<file path="src/rtl/stopwatch_pkg.sv">
// Shared definitions for the centisecond stopwatch.
// - state_t : FSM state encoding (IDLE/RUN/PAUSE/LAP)
// - bcd_time_t : packed MM:SS.cc BCD time, one 4-bit digit per field,
//   ordered {min_t,min_o,sec_t,sec_o,cs_t,cs_o} to match the display bus.
package stopwatch_pkg;

  localparam int DIGIT_W = 4;
  localparam logic [DIGIT_W-1:0] SEC_TENS_MAX = 4'd5;
  localparam logic [DIGIT_W-1:0] DIGIT_MAX    = 4'd9;

  typedef enum logic [1:0] {
    IDLE  = 2'd0,
    RUN   = 2'd1,
    PAUSE = 2'd2,
    LAP   = 2'd3
  } state_t;

  typedef struct packed {
    logic [DIGIT_W-1:0] min_t;
    logic [DIGIT_W-1:0] min_o;
    logic [DIGIT_W-1:0] sec_t;
    logic [DIGIT_W-1:0] sec_o;
    logic [DIGIT_W-1:0] cs_t;
    logic [DIGIT_W-1:0] cs_o;
  } bcd_time_t;

endpackage

</file>
<file path="src/rtl/stopwatch_tick_sync.sv">
// Synchronises the asynchronous 100 Hz square wave into the clk domain and
// emits a single-cycle tick per rising edge.
// Ports:
//   clk, rst     : system clock, async active-high reset
//   i_tick_src   : asynchronous square wave
//   o_tick       : 1-cycle pulse, one per i_tick_src rising edge
module stopwatch_tick_sync #(
  parameter int SYNC_STAGES = 2
) (
  input  logic clk,
  input  logic rst,
  input  logic i_tick_src,
  output logic o_tick
);

  logic [SYNC_STAGES-1:0] r_sync;
  logic                   r_prev;

  always_ff @(posedge clk or posedge rst) begin
    if (rst) begin
      r_sync <= '0;
      r_prev <= 1'b0;
    end else begin
      r_sync <= {r_sync[SYNC_STAGES-2:0], i_tick_src};
      r_prev <= r_sync[SYNC_STAGES-1];
    end
  end

  assign o_tick = r_sync[SYNC_STAGES-1] & ~r_prev;

endmodule

</file>
<file path="src/rtl/stopwatch_ctrl.sv">
// Centisecond stopwatch: FSM (IDLE/RUN/PAUSE/LAP), MM:SS.cc BCD counter,
// lap snapshot and registered display mux.
// Ports:
//   clk, rst      : 100 MHz clock, async active-high reset
//   tick_src      : 100 Hz square wave from the divider (asynchronous)
//   btn_start     : start/stop toggle pulse
//   btn_lap       : lap freeze/release pulse
//   btn_clear     : clear-to-zero pulse (highest priority)
//   disp_digits   : {min_t,min_o,sec_t,sec_o,cs_t,cs_o} BCD, registered
//   state_o       : current FSM state code, registered
//   running       : 1 in RUN or LAP, registered
//   overflow      : sticky wrap flag, registered
module stopwatch_ctrl
  import stopwatch_pkg::*;
#(
  parameter int MIN_MAX     = 59,
  parameter int SYNC_STAGES = 2
) (
  input  logic        clk,
  input  logic        rst,
  input  logic        tick_src,
  input  logic        btn_start,
  input  logic        btn_lap,
  input  logic        btn_clear,
  output logic [23:0] disp_digits,
  output logic [1:0]  state_o,
  output logic        running,
  output logic        overflow
);

  localparam logic [DIGIT_W-1:0] MM_T = 4'(MIN_MAX / 10);
  localparam logic [DIGIT_W-1:0] MM_O = 4'(MIN_MAX % 10);

  state_t    r_state;
  bcd_time_t r_live;
  bcd_time_t r_snap;
  logic      r_ovf;

  logic      w_tick;
  bcd_time_t w_next;
  logic      w_wrap;

  stopwatch_tick_sync #(.SYNC_STAGES(SYNC_STAGES)) u_tick_sync (
    .clk        (clk),
    .rst        (rst),
    .i_tick_src (tick_src),
    .o_tick     (w_tick)
  );

  // Live count + 1 centisecond, full ripple carry in one cycle.
  always_comb begin
    w_next = r_live;
    w_wrap = 1'b0;
    if (r_live.cs_o != DIGIT_MAX) begin
      w_next.cs_o = r_live.cs_o + 4'd1;
    end else begin
      w_next.cs_o = '0;
      if (r_live.cs_t != DIGIT_MAX) begin
        w_next.cs_t = r_live.cs_t + 4'd1;
      end else begin
        w_next.cs_t = '0;
        if (r_live.sec_o != DIGIT_MAX) begin
          w_next.sec_o = r_live.sec_o + 4'd1;
        end else begin
          w_next.sec_o = '0;
          if (r_live.sec_t != SEC_TENS_MAX) begin
            w_next.sec_t = r_live.sec_t + 4'd1;
          end else begin
            w_next.sec_t = '0;
            if (r_live.min_t == MM_T && r_live.min_o == MM_O) begin
              w_next.min_t = '0;
              w_next.min_o = '0;
              w_wrap       = 1'b1;
            end else if (r_live.min_o != DIGIT_MAX) begin
              w_next.min_o = r_live.min_o + 4'd1;
            end else begin
              w_next.min_o = '0;
              w_next.min_t = r_live.min_t + 4'd1;
            end
          end
        end
      end
    end
  end

  always_ff @(posedge clk or posedge rst) begin
    if (rst) begin
      r_state     <= IDLE;
      r_live      <= '0;
      r_snap      <= '0;
      r_ovf       <= 1'b0;
      disp_digits <= '0;
      state_o     <= '0;
      running     <= 1'b0;
      overflow    <= 1'b0;
    end else begin
      // Outputs reflect the state/count registers one cycle later.
      disp_digits <= (r_state == LAP) ? r_snap : r_live;
      state_o     <= r_state;
      running     <= (r_state == RUN) || (r_state == LAP);
      overflow    <= r_ovf;

      if (btn_clear) begin
        r_state <= IDLE;
        r_live  <= '0;
        r_snap  <= '0;
        r_ovf   <= 1'b0;
      end else begin
        // The count advances in RUN/LAP regardless of any button this cycle.
        if ((r_state == RUN || r_state == LAP) && w_tick) begin
          r_live <= w_next;
          if (w_wrap) r_ovf <= 1'b1;
        end
        case (r_state)
          IDLE:  if (btn_start) r_state <= RUN;
          RUN: begin
            if (btn_start) begin
              r_state <= PAUSE;
            end else if (btn_lap) begin
              r_state <= LAP;
              r_snap  <= w_tick ? w_next : r_live;
            end
          end
          PAUSE: if (btn_start) r_state <= RUN;
          LAP: begin
            if (btn_start)    r_state <= PAUSE;
            else if (btn_lap) r_state <= RUN;
          end
          default: r_state <= IDLE;
        endcase
      end
    end
  end

endmodule
</file>
<file path="config.mk">
export PLATFORM = sky130hd
export DESIGN_NAME = stopwatch_ctrl
export DESIGN_NICKNAME = d
export VERILOG_FILES = /design/src/rtl/stopwatch_pkg.sv /design/src/rtl/stopwatch_tick_sync.sv /design/src/rtl/stopwatch_ctrl.sv
export SDC_FILE = /design/constraint.sdc
export NUM_CORES = 1
export LEC_CHECK = 0
export BUFFER_PORTS_ARGS = -buffer_cell sky130_fd_sc_hd__buf_4
export CORE_ASPECT_RATIO = 1.5
export CORE_MARGIN = 5
export CORE_UTILIZATION = 55
export DETAILED_ROUTE_END_ITERATION = 12
export HOLD_SLACK_MARGIN = 0.15
export PLACE_DENSITY = 0.7
export SLEW_MARGIN = 20
export SYNTH_ARGS = -nofsm -noshare
export SYNTH_HDL_FRONTEND = slang
export SYNTH_SLANG_ARGS = --single-unit
</file>
<file path="constraint.sdc">
create_clock -name clk -period 2.9 [get_ports clk]
set_clock_uncertainty 0.2 [all_clocks]
set_input_delay 0.145 -clock clk [delete_from_list [all_inputs] [get_ports clk]]
set_output_delay 0.145 -clock clk [all_outputs]
set_load 0.005 [all_outputs]
</file>
* Word-level counts from Yosys, hierarchy flattened *
Cells that the tools add are included.

word-level totals
  register bits after elaboration = 82
  output and inout bits = 28
  logic and storage cells = 88

cells by class
  add/sub/neg operators = 6
  equality and inequality tests = 14
  multiplexer cells = 34
  bitwise gates (word level) = 2
  reduce and logical (&&, ||, !) cells = 12

operators with widths
  cell                                                   number
  2-to-1 mux 24 bit                                      8
  adder 4 x 1 -> 4 bit, second input constant            6
  2-to-1 mux 4 bit                                       6
  inequality test 4 bit, second input constant           6
  2-to-1 mux 20 bit                                      1
  2-to-1 mux 16 bit                                      1
  2-to-1 mux 8 bit                                       2
  2-to-1 mux 12 bit                                      1
  2-to-1 mux 2 bit                                       6
  2-to-1 mux 1 bit                                       8
  nonzero test 2 bit                                     4
  one-hot mux 2 bit (3 select lines)                     1
  AND reduction 3 bit                                    2
  == test 2 bit, second input constant                   2
  == test 4 x 3 -> 1 bit, second input constant          1
  == test 4 bit, second input constant                   1
  inequality test 4 x 3 -> 1 bit, second input constant  1
  inequality test 3 x 1 -> 1 bit, second input constant  1
  == test 2 x 1 -> 1 bit, second input constant          1
  logical AND 1 bit                                      2
  logical NOT 2 bit                                      1
  inequality test 2 x 1 -> 1 bit, second input constant  1
  AND reduction 2 bit                                    1
  OR reduction 2 bit                                     1
  3 further kinds                                        3

* Longest topological paths before layout *
  depth after elaboration = 12
  mapped depth = 8
  gate-level depth less buffers = 6

* Hierarchy *
From an unflattened synthesis, not the netlist that was laid out.

second synthesis, totals
  cells, all modules = 379
  area total of the unflattened synthesis = 4,115.2 sq um

by module, submodules not included
  module               times used  cells an instance  area an instance (sq um)
  stopwatch_ctrl       1           374                4,022.6
  stopwatch_tick_sync  1           5                  92.6

* Worst setup path after synthesis *
OpenSTA, ideal clock, no wires.

  kind = reg2reg
  start = register r_live[5] (netlist bit)
  end = register r_live[15] (netlist bit)
  setup time = 0.078 ns
  data arrival time = 1.629 ns
  setup slack = 0.993 ns
  cell stages (with the launch flop) = 8
  cell sequence = dfrtp_1 -> inv_1 -> ha_1 -> and3b_1 -> buf_6 -> nand4_4 -> or4_1 -> a21oi_1

between the ends
  cells in the longest elaborated chain, start to end = 5

RTL lines
  element                 RTL line               RTL
  start, declared         stopwatch_ctrl.sv:35   bcd_time_t r_live;
  start signal, assigned  stopwatch_ctrl.sv:111  r_live <= w_next;
  inequality test 4 bit   stopwatch_ctrl.sv:58   if (r_live.cs_t != DIGIT_MAX) begin
  2-to-1 mux 16 bit       stopwatch_ctrl.sv:58
  2-to-1 mux 20 bit       stopwatch_ctrl.sv:54   if (r_live.cs_o != DIGIT_MAX) begin
  2-to-1 mux 24 bit       stopwatch_ctrl.sv:110  if ((r_state == RUN || r_state == LAP) && w_tick) begin
  2-to-1 mux 24 bit       stopwatch_ctrl.sv:103  if (btn_clear) begin

No other way between the ends. The select of a mux whose other input is x is not followed.
A chain may end at the register's enable or synchronous reset.

* Worst setup path after layout *
  start = register r_live[5] (netlist bit)
  end = register r_live[18] (netlist bit)

Same word-level chain as after synthesis.

==> metrics.txt <==
Die ar. 9180 um2; first-pass GRT wire length 15160 um; Synth Area in Compound Gates 13.37%; row cnt 38; worst IR drop on VDD 388.5 uV; mapped cell area 4033 um2; die height 114.9 um; CP Data Arrival Time 2430 ps; fillcell total 601; Initial DRT Pass Iterations 4; maximum clock rate 426.4 MHz; vias in the first global route 3193; Worst Setup End Kind flip-flop; crit path max fanout 12; CP Cell Sequence inv_1 > ha_1 > and3b_1 > nand4_4 > or4_1 > a21oi_1; Place WS 568.8 ps; Period Utilization, post-route 80.87%; largest family of logic cells by synthesized area simple AND/OR/NAND/NOR gates; multiplexer area fraction after synthesis 8.688%; Post-synth EDFFs 0; CP delay by family, top simple AND/OR/NAND/NOR gates; placed insts 496; CTS Buf Count 9; non-filler instance count after layout 519; vias 3022; CP max stage delay 520 ps; syn avg cell area 10.56 um2; PwrDens 450.3 nW/um2; layout cell share with drive strength beyond 1 21.48%; RSZ-0062 raised after global routing no; Setup Buffers After CTS 0; RePlAce Congestion 0.8549; simple logic cell fraction of the synthesized area 19.05%; core area 7179 um2; crit path time final 2345 ps; Vias/cell 5.823; antenna violations before repair 0; Sink Count 82; PortBufs 33; initial DRC count 176; area added between synthesis and finish 14.12%; CP required 2980 ps; transition time of the tightest slew-check pin 656.6 ps; TritonCTS clock tree yes; #FFs+latches synth 82; GR Util All Layers 21.35%; diode count 0; Max Buffers Root-to-Sink 2; DRC errors left 0; Setup TNS 0 ps; outcome complete, no violations; Crit-path slowest cell or4_1; Synth Flop Type dfrtp_1; HP Class flip-flop to flip-flop; worst skew pair latency 350 ps; sequential area share after synthesis 50.88%; # hold bufs at CTS 7; initial core utilization 56.17%; Pleak 2.187 nW; slew margin rel. 55.89%; post-route ant nets 0; Yosys Warn Count 0; post-cts resize count 0; Setup CP Type flip-flop to flip-flop; syn nets 400; worst setup slack after layout 554.8 ps; Synth Area in Adders 3.723%; largest net degree at the start of global routing 47; Post-Route WL 8719 um; drt wl/cell 16.80 um; NumNets Final 432; H-tree depth 3; GRT overflow 0; crit start category flip-flop; Mapped Cells 382; post-synthesis async set-or-reset flop share 100.0%; Max Cap Viol 0; HPWL Detailed 5871 um; max-slew violation count 0; final hold violations 0; Crit path buffers/inverters 1; Root Driver clkbuf_8; xor and xnor area share after synthesis 0.2172%; DIE WIDTH 79.92 um; Yosys cell types 51; Final Setup Violations 0; Clock transition at path regs 80 ps; io pins 34
==> flip-flops by register name, indices dropped and copies added, names as in the netlist <==
signal	count
disp_digits	24
r_live	24
r_snap	24
r_state	2
state_o	2
u_tick_sync.r_sync	2
overflow	1
r_ovf	1
running	1
u_tick_sync.r_prev	1
==> synth_stat cells (all sizes together) (3+ instances only) <==
master | count | area, um2
nand4b | 3 | 26.28
ha | 12 | 150.1
mux2 | 24 | 270.3
o311ai | 3 | 26.28
nor2b | 3 | 18.77
nor4 | 3 | 48.80
nand3 | 17 | 85.08
and3b | 7 | 62.56
a31oi | 7 | 43.79
a32oi | 3 | 26.28
inv | 9 | 33.78
o211ai | 7 | 52.55
nand2 | 31 | 116.4
a311oi | 4 | 35.03
o21ai | 27 | 135.1
nand4 | 9 | 71.32
mux2i | 8 | 80.08
nand3b | 6 | 70.07
nor3 | 9 | 50.05
buf | 13 | 77.58
nor2 | 28 | 105.1
a21oi | 25 | 125.1
dfrtp | 82 | 2052
nand2b | 3 | 18.77
and3 | 4 | 25.02
clkbuf | 14 | 52.55
==> worst register-to-register path, delay by kind of cell (launching register included) <==
kind | cells | cell delay, ps
compound gates | 1 | 170
fa+ha+maj | 1 | 200
flops | 1 | 420
simple gates | 3 | 1210
buf+inv | 1 | 80
==> worst paths after layout <==
kind	depth (start not counted)	end	startpoint	slack, ps
worst max-delay path	6	r_live[18]$_DFFE_PP0P_	r_live[5]$_DFFE_PP0P_	550
worst min-delay path	0	u_tick_sync.r_sync[1]$_DFF_PP0_	u_tick_sync.r_sync[0]$_DFF_PP0_	160
worst max register to register	6	r_live[18]$_DFFE_PP0P_	r_live[5]$_DFFE_PP0P_	550
worst min register to register	0	u_tick_sync.r_sync[1]$_DFF_PP0_	u_tick_sync.r_sync[0]$_DFF_PP0_	160
max in group asynchronous	4	r_snap[13]$_DFFE_PP0P_	rst	1630
min in group asynchronous	3	r_live[23]$_DFFE_PP0P_	rst	220
==> routing by layer <==
layer / share of wire [%] / vias to the layer above / track usage, % / wire length [um]
met4: 2.4 / 0 / 11.39 / 213
met5: 0 / - / 0 / 0
met3: 3.2 / 18 / 3.605 / 282
met2: 52 / 49 / 35.34 / 4492
met1: 43 / 1508 / 26.54 / 3730
li1: - / 1447 / - / -
==> stage by stage <==
step	cell area, um2	utilization, %	hold WS (ps)	power, mW
2_1_floorplan	4033	-	-23.57	1.268
3_3_place_gp	4349	60.58	45.66	1.315
3_5_place_dp	4349	60.58	55.70	1.317
4_1_cts	4602	64.10	162.8	2.095
5_1_grt	4602	64.10	181.2	2.165
6_report	4602	64.10	159.7	2.072
==> cell usage in the layout, fill, tap and decap left out, drive strengths merged, types with 4 or more instances in the layout <==
| cell type | count |
|---|---|
| dfrtp | 82 |
| buf | 41 |
| nand2 | 31 |
| nor2 | 28 |
| o21ai | 27 |
| a21oi | 25 |
| mux2 | 24 |
| nand3 | 17 |
| clkbuf | 14 |
| ha | 12 |
| nand4 | 9 |
| nor3 | 9 |
| inv | 8 |
| mux2i | 8 |
| a31oi | 7 |
| o211ai | 7 |
| dlygate4sd3 | 7 |
| and3b | 7 |
| nand3b | 6 |
| and3 | 4 |
| a311oi | 4 |
==> power breakdown <==
| group | total (mW) | switching, mW | internal [mW] |
|---|---|---|---|
| clock network | 0.771 | 0.391 | 0.380 |
| logic | 0.126 | 0.0761 | 0.0499 |
| registers | 1.17 | 0.0157 | 1.16 |
| total | 2.07 | 0.483 | 1.59 |
==> area by class of cell <==
| cell class | count | area [um2] | share of cell area (%) |
|---|---|---|---|
| repair buffers | 48 | 390.4 | 8.483 |
| clock buffers | 14 | 172.7 | 3.752 |
| inverters | 9 | 35.03 | 0.7613 |
| clock inverters | 2 | 10.01 | 0.2175 |
| well taps | 100 | 125.1 | 2.719 |
| flip-flops and latches | 82 | 2052 | 44.59 |
| multi-input cells | 264 | 1817 | 39.48 |
==> cell families after synthesis <==
| logic type | count (synthesis) |
|---|---|
| xor gates and xnor gates | 1 |
| DFF | 82 |
| AOI/OAI and AO/OA | 87 |
| adders and majority gates | 12 |
| muxes | 32 |
| and+or+nand+nor | 132 |
| buffers and inverters | 36 |
(Power assumes the default switching activity.)
